### src/rtl/load_store_unit.sv
// Load/store unit: one outstanding RV32I memory access, byte/half/word extraction.
// Optional misaligned-access rejection is enabled by defining LSU_MISALIGN_TRAP_EN.
module load_store_unit #(
   parameter int DATA_WIDTH = 32
) (
   input  logic                  clk,
   input  logic                  rst_n,
   input  logic                  req_valid_i,
   output logic                  req_ready_o,
   input  logic                  req_is_load_i,
   input  logic                  req_is_store_i,
   input  logic [2:0]            req_funct3_i,
   input  logic [DATA_WIDTH-1:0] req_addr_i,
   input  logic [DATA_WIDTH-1:0] req_wdata_i,
   output logic                  resp_valid_o,
   output logic [DATA_WIDTH-1:0] resp_rdata_o,
   output logic                  misalign_o,
   output logic                  mem_read_en_o,
   output logic                  mem_write_en_o,
   output logic [2:0]            mem_funct3_o,
   output logic [DATA_WIDTH-1:0] mem_addr_o,
   output logic [DATA_WIDTH-1:0] mem_wdata_o,
   input  logic [DATA_WIDTH-1:0] mem_rdata_i
);

   typedef enum logic [1:0] {IDLE, ISSUE, CAPTURE, RESP} state_t;

   state_t                  state_reg, state_next;
   logic                    is_load_reg, is_store_reg;
   logic [2:0]              funct3_reg;
   logic [DATA_WIDTH-1:0]   addr_reg, wdata_reg;
   logic [DATA_WIDTH-1:0]   rdata_reg, rdata_next;
   logic                    accept;
   logic                    legal_load, legal_store;
   logic                    misaligned;
   logic [DATA_WIDTH-1:0]   extracted;
   logic [7:0]              byte_lane [4];
   logic [15:0]             half_lane [2];

   assign accept = (state_reg == IDLE) && req_valid_i;

   assign legal_load  = is_load_reg && !is_store_reg &&
                        (funct3_reg inside {3'b000, 3'b001, 3'b010, 3'b100, 3'b101});
   assign legal_store = is_store_reg && !is_load_reg && (funct3_reg <= 3'b010);

`ifdef LSU_MISALIGN_TRAP_EN
   logic align_fault;

   always_comb begin
      align_fault = 1'b0;
      case (funct3_reg[1:0])
         2'b01:   align_fault = addr_reg[0];
         2'b10:   align_fault = |addr_reg[1:0];
         default: align_fault = 1'b0;
      endcase
   end

   // Only a legal access can be misaligned; illegal ones complete without the flag.
   assign misaligned = (legal_load || legal_store) && align_fault;
   assign misalign_o = (state_reg == RESP) && misaligned;
`else
   assign misaligned = 1'b0;
   assign misalign_o = 1'b0;
`endif

   genvar gi;
   generate
      for (gi = 0; gi < 4; gi++) begin : g_byte_lane
         assign byte_lane[gi] = mem_rdata_i[8*gi +: 8];
      end
      for (gi = 0; gi < 2; gi++) begin : g_half_lane
         assign half_lane[gi] = mem_rdata_i[16*gi +: 16];
      end
   endgenerate

   always_comb begin
      extracted = mem_rdata_i;
      case (funct3_reg)
         3'b000:  extracted = {{(DATA_WIDTH-8){byte_lane[addr_reg[1:0]][7]}}, byte_lane[addr_reg[1:0]]};
         3'b100:  extracted = {{(DATA_WIDTH-8){1'b0}}, byte_lane[addr_reg[1:0]]};
         3'b001:  extracted = {{(DATA_WIDTH-16){half_lane[addr_reg[1]][15]}}, half_lane[addr_reg[1]]};
         3'b101:  extracted = {{(DATA_WIDTH-16){1'b0}}, half_lane[addr_reg[1]]};
         default: extracted = mem_rdata_i;
      endcase
   end

   always_comb begin
      state_next = state_reg;
      rdata_next = rdata_reg;
      case (state_reg)
         IDLE: begin
            if (req_valid_i) begin
               state_next = ISSUE;
               rdata_next = '0;
            end
         end
         ISSUE: begin
            if (legal_load && !misaligned) state_next = CAPTURE;
            else                           state_next = RESP;
         end
         CAPTURE: begin
            state_next = RESP;
            rdata_next = extracted;
         end
         RESP:    state_next = IDLE;
         default: state_next = IDLE;
      endcase
   end

   always_ff @(posedge clk or negedge rst_n) begin
      if (!rst_n) begin
         state_reg    <= IDLE;
         is_load_reg  <= 1'b0;
         is_store_reg <= 1'b0;
         funct3_reg   <= 3'b000;
         addr_reg     <= '0;
         wdata_reg    <= '0;
         rdata_reg    <= '0;
      end else begin
         state_reg <= state_next;
         rdata_reg <= rdata_next;
         if (accept) begin
            is_load_reg  <= req_is_load_i;
            is_store_reg <= req_is_store_i;
            funct3_reg   <= req_funct3_i;
            addr_reg     <= req_addr_i;
            wdata_reg    <= req_wdata_i;
         end
      end
   end

   // Ready is gated by rst_n so every output reads 0 while reset is held.
   assign req_ready_o    = (state_reg == IDLE) && rst_n;
   assign resp_valid_o   = (state_reg == RESP);
   assign resp_rdata_o   = rdata_reg;
   assign mem_read_en_o  = (state_reg == ISSUE) && legal_load && !misaligned;
   assign mem_write_en_o = (state_reg == ISSUE) && legal_store && !misaligned;
   assign mem_funct3_o   = funct3_reg;
   assign mem_addr_o     = addr_reg;
   assign mem_wdata_o    = wdata_reg;

endmodule

### config.mk
export PLATFORM = sky130hd
export DESIGN_NAME = load_store_unit
export DESIGN_NICKNAME = d
export VERILOG_FILES = /design/src/rtl/load_store_unit.sv
export SDC_FILE = /design/constraint.sdc
export NUM_CORES = 1
export LEC_CHECK = 0
export CORE_UTILIZATION = 36
export CTS_CLUSTER_SIZE = 24
export DETAILED_ROUTE_END_ITERATION = 10
export GPL_TIMING_DRIVEN = 0
export HOLD_SLACK_MARGIN = 0.15
export PLACE_DENSITY = 0.76
export SYNTH_ARGS = -nofsm -noshare
export SYNTH_HDL_FRONTEND = slang
export SYNTH_SLANG_ARGS = --single-unit
### constraint.sdc
create_clock -name clk -period 5.35 [get_ports clk]
set_input_delay 1.07 -clock clk [delete_from_list [all_inputs] [get_ports clk]]
set_output_delay 1.07 -clock clk [all_outputs]
set_load 0.1 [all_outputs]
==> results.md <==
- Worst slew pin tran: 1.019 ns
- First-pass GRT wire length: 19830 um
- Routed metal-1 wire length: 5116 um
- Post-cts sizing count: 0
- Origin of the worst setup path: rst_n
- Hold bufs inserted after CTS: 0
- Yosys top cell by area: dfrtp_1
- Summed negative setup slack over all endpoints: 0 ns
- Share of flip-flops with an asynchronous set or reset: 1.000
- Setup repair after global routing missed its margin: no
- Hold Startpoint: mem_addr_o[15]
- Total global routing track utilization: 0.2009
- Met2 WL: 6202 um
- Final setup fails: 0
- Detailed-route vias per instance: 5.076
- Syn Nets: 445
- Kind of start point of the critical path: input port
- Maximum cell stage delay along the critical path: 1.14 ns
- Initial DRC Count: 183
- Die span in y: 113.9 um
- Clock Path Buffers: 2
- Cell area after technology mapping: 4509 um^2
- Worst-Skew Late Latency: 0.34 ns
- Overall routed net length: 12920 um
- Detailed-routed wire length on met3: 1218 um
- Clock sink total: 103
- Final RePlAce weighted congestion: 0.8665
- Final setup slack of the worst path: 1.311 ns
- Placeable core region: 12110 um^2
- Flip-flop and latch count after synthesis: 103
- Number of ports placed on the die boundary: 208
- Antenna diodes: 0
- Postcts setup bufs: 0
- Number of buffer and inverter instances along the worst setup path: 2
- Clk pin slew, worst setup/hold paths: 0.06 ns
- H-tree depth reported by CTS: 3
- Setup skew after layout: 0.007013 ns
- Relative max-transition margin: 0.3186
- Proportion of netlist area held by the largest area contributor: 0.5716
- Final routed DRC violation total: 0
- Avg Synthesized Cell Area: 13.38 um^2
- Required time of the critical path: 4.28 ns
- Top area cells in the synthesized netlist: dfrtp_1, mux2_2, a221o_1
- Largest fanout of any net on the critical path: 51
- Hold endpoint: mem_addr_o[15]
- Outcome: finished, final reports clean
- Most used DFF post-synth: dfrtp_1
- Fmax: 247.6 MHz
- Number of warnings printed during yosys synthesis: 0
- Critical-path cell with the highest stage delay: clkdlybuf4s50_1
- Row Count: 40
- Largest net degree at the start of global routing: 55
- Die area: 12980 um^2
- Cells on worst reg2reg path: 7
- Sequential area share after synthesis: 0.5716
- Shortest clock period the worst path allows after layout: 4.039 ns
- Final hold viol count: 0
- Startpoint of the worst register-to-register path: state_reg[1]
- Type of destination of the critical path: primary output
- TritonCTS clock tree: done
- Clock tree root buffer cell: clkbuf_16
- Total clock buffers created by CTS: 9
- Distinct cells, synth: 39
- Width of the chip: 113.9 um
- Effective utilization at floorplan: 0.3723
- Routed length per instance: 17.75 um
- Number of global-route vias before repair: 3848
- Area delta synth->final: 57.57%
- MaxCap Viol Count: 0
- Worst Path Class, Setup: input port to primary output
- Number of cells on the worst hold path: 1
- Tcrit/Tclk final: 0.7550
- Number of standard cells after synthesis: 337
- Critical Path AT: 2.97 ns
- Fraction of final layout cells sized beyond drive strength 1: 0.1857
- Number of buffers added on ports: 206
- Worst Hold Slack: 0.5024 ns
- Number of max-slew violations in the final report: 0
- Post-Place Setup Slack: 1.274 ns
- Post-layout net count: 663
- Worst min-delay path category: flop to flop
- CP cell instances: buf_4, and2_1, clkdlybuf4s50_1
- Reg-to-reg critical path endpoint: resp_rdata_o[13]
- Vias: 3695
- Global route total overflow: 0
- FF-to-FF setup slack: 3.04 ns
- Drt first pass iters: 5
- Dominant delay contributor by cell family on the critical path: buffers and inverters
- Antenna violations before repair: 0
- Dpl hpwl: 9671 um
- Detail Route Antenna Nets: 0
- Top metal layer carrying routed signals: met4
- Number of enable-type register cells in the synthesized netlist: 0
## cell usage after synthesis (2+ instances only)
library cell	count
a21oi_1	5
a221o_1	14
a221o_2	10
a221oi_1	13
a22o_1	6
and2_0	2
buf_1	6
buf_2	2
buf_6	2
clkbuf_1	14
dfrtp_1	103
ha_1	4
inv_1	18
mux2_2	70
mux2i_1	9
nand2_1	12
nand2b_1	11
nand3b_1	2
nor2_1	6
o21ai_0	3
o22ai_1	7
## worst max-delay path by stage
stage	to	depth (start not counted)	slack [ns]
6_report	req_ready_o	3	1.31
5_1_grt	mem_read_en_o	6	1.14
4_1_cts	req_ready_o	3	1.26
3_5_place_dp	req_ready_o	3	1.27
3_3_place_gp	req_ready_o	3	-2.16
2_1_floorplan	mem_write_en_o	3	1.02
## through the flow
step | util | cells | instance area (um^2)
detailed placement | 0.5625 | 712 | 6813
finish | 0.5867 | 728 | 7106
global placement | 0.5604 | 711 | 6788
global route | 0.5867 | 728 | 7106
floorplan | - | 337 | 4516
CTS | 0.5867 | 728 | 7106
## layer usage
metal  global-route usage  up-vias
met2               0.3253      176
met1               0.2358     1813
met4               0.1013        0
li1                     -     1678
met5                    0        -
met3              0.07173       28
## final cells by class
| class | count | area, um^2 |
|---|---|---|
| flip-flops and latches | 103 | 2577 |
| repair buffers | 207 | 2087 |
| clock buffers | 13 | 250.2 |
| fillers | 1004 | 5006 |
| inverters | 18 | 67.56 |
| well taps | 168 | 210.2 |
| clock inverters | 3 | 42.54 |
| multi-input cells | 191 | 1755 |
| plain buffers | 25 | 115.1 |
## layout by cell type, fill, tap and decap left out, drive strengths merged, types with 2 or more instances in the layout
cell type / synthesis / routed
a22o: 6 / 6
ha: 4 / 4
a21oi: 5 / 5
a221o: 24 / 24
a2111oi: 2 / 2
and2: 3 / 3
a221oi: 13 / 13
o21ai: 4 / 4
inv: 18 / 18
clkbuf: 14 / 27
nand2b: 12 / 12
clkdlybuf4s50: 0 / 205
nand3b: 2 / 2
buf: 11 / 13
o22ai: 7 / 7
nor2: 6 / 6
mux2: 70 / 70
nand2: 12 / 12
dfrtp: 103 / 103
mux2i: 9 / 9
## worst reg2reg max path: cells and delay by family, from the launching register on
kind	cells	cell delay [ns]
buffers and inverters	2	0.57
and+or+nand+nor	2	0.53
DFF	1	0.42
AOI/OAI and AO/OA	2	0.42
adders and majority gates	1	0.27
## cells by family after synthesis
family	count (synthesis)	synth area share
AO/OA/AOI/OAI	66	0.1299
multiplexers	80	0.1998
flip-flops	103	0.5716
other	1	0.0008316
AND/OR/NAND/NOR	40	0.04634
adder cells (fa/ha/maj)	4	0.01110
buffers and inverters	43	0.04051
Power is not shown: default switching activity piles up to over one toggle a cycle in this logic, so the estimate is an artifact.
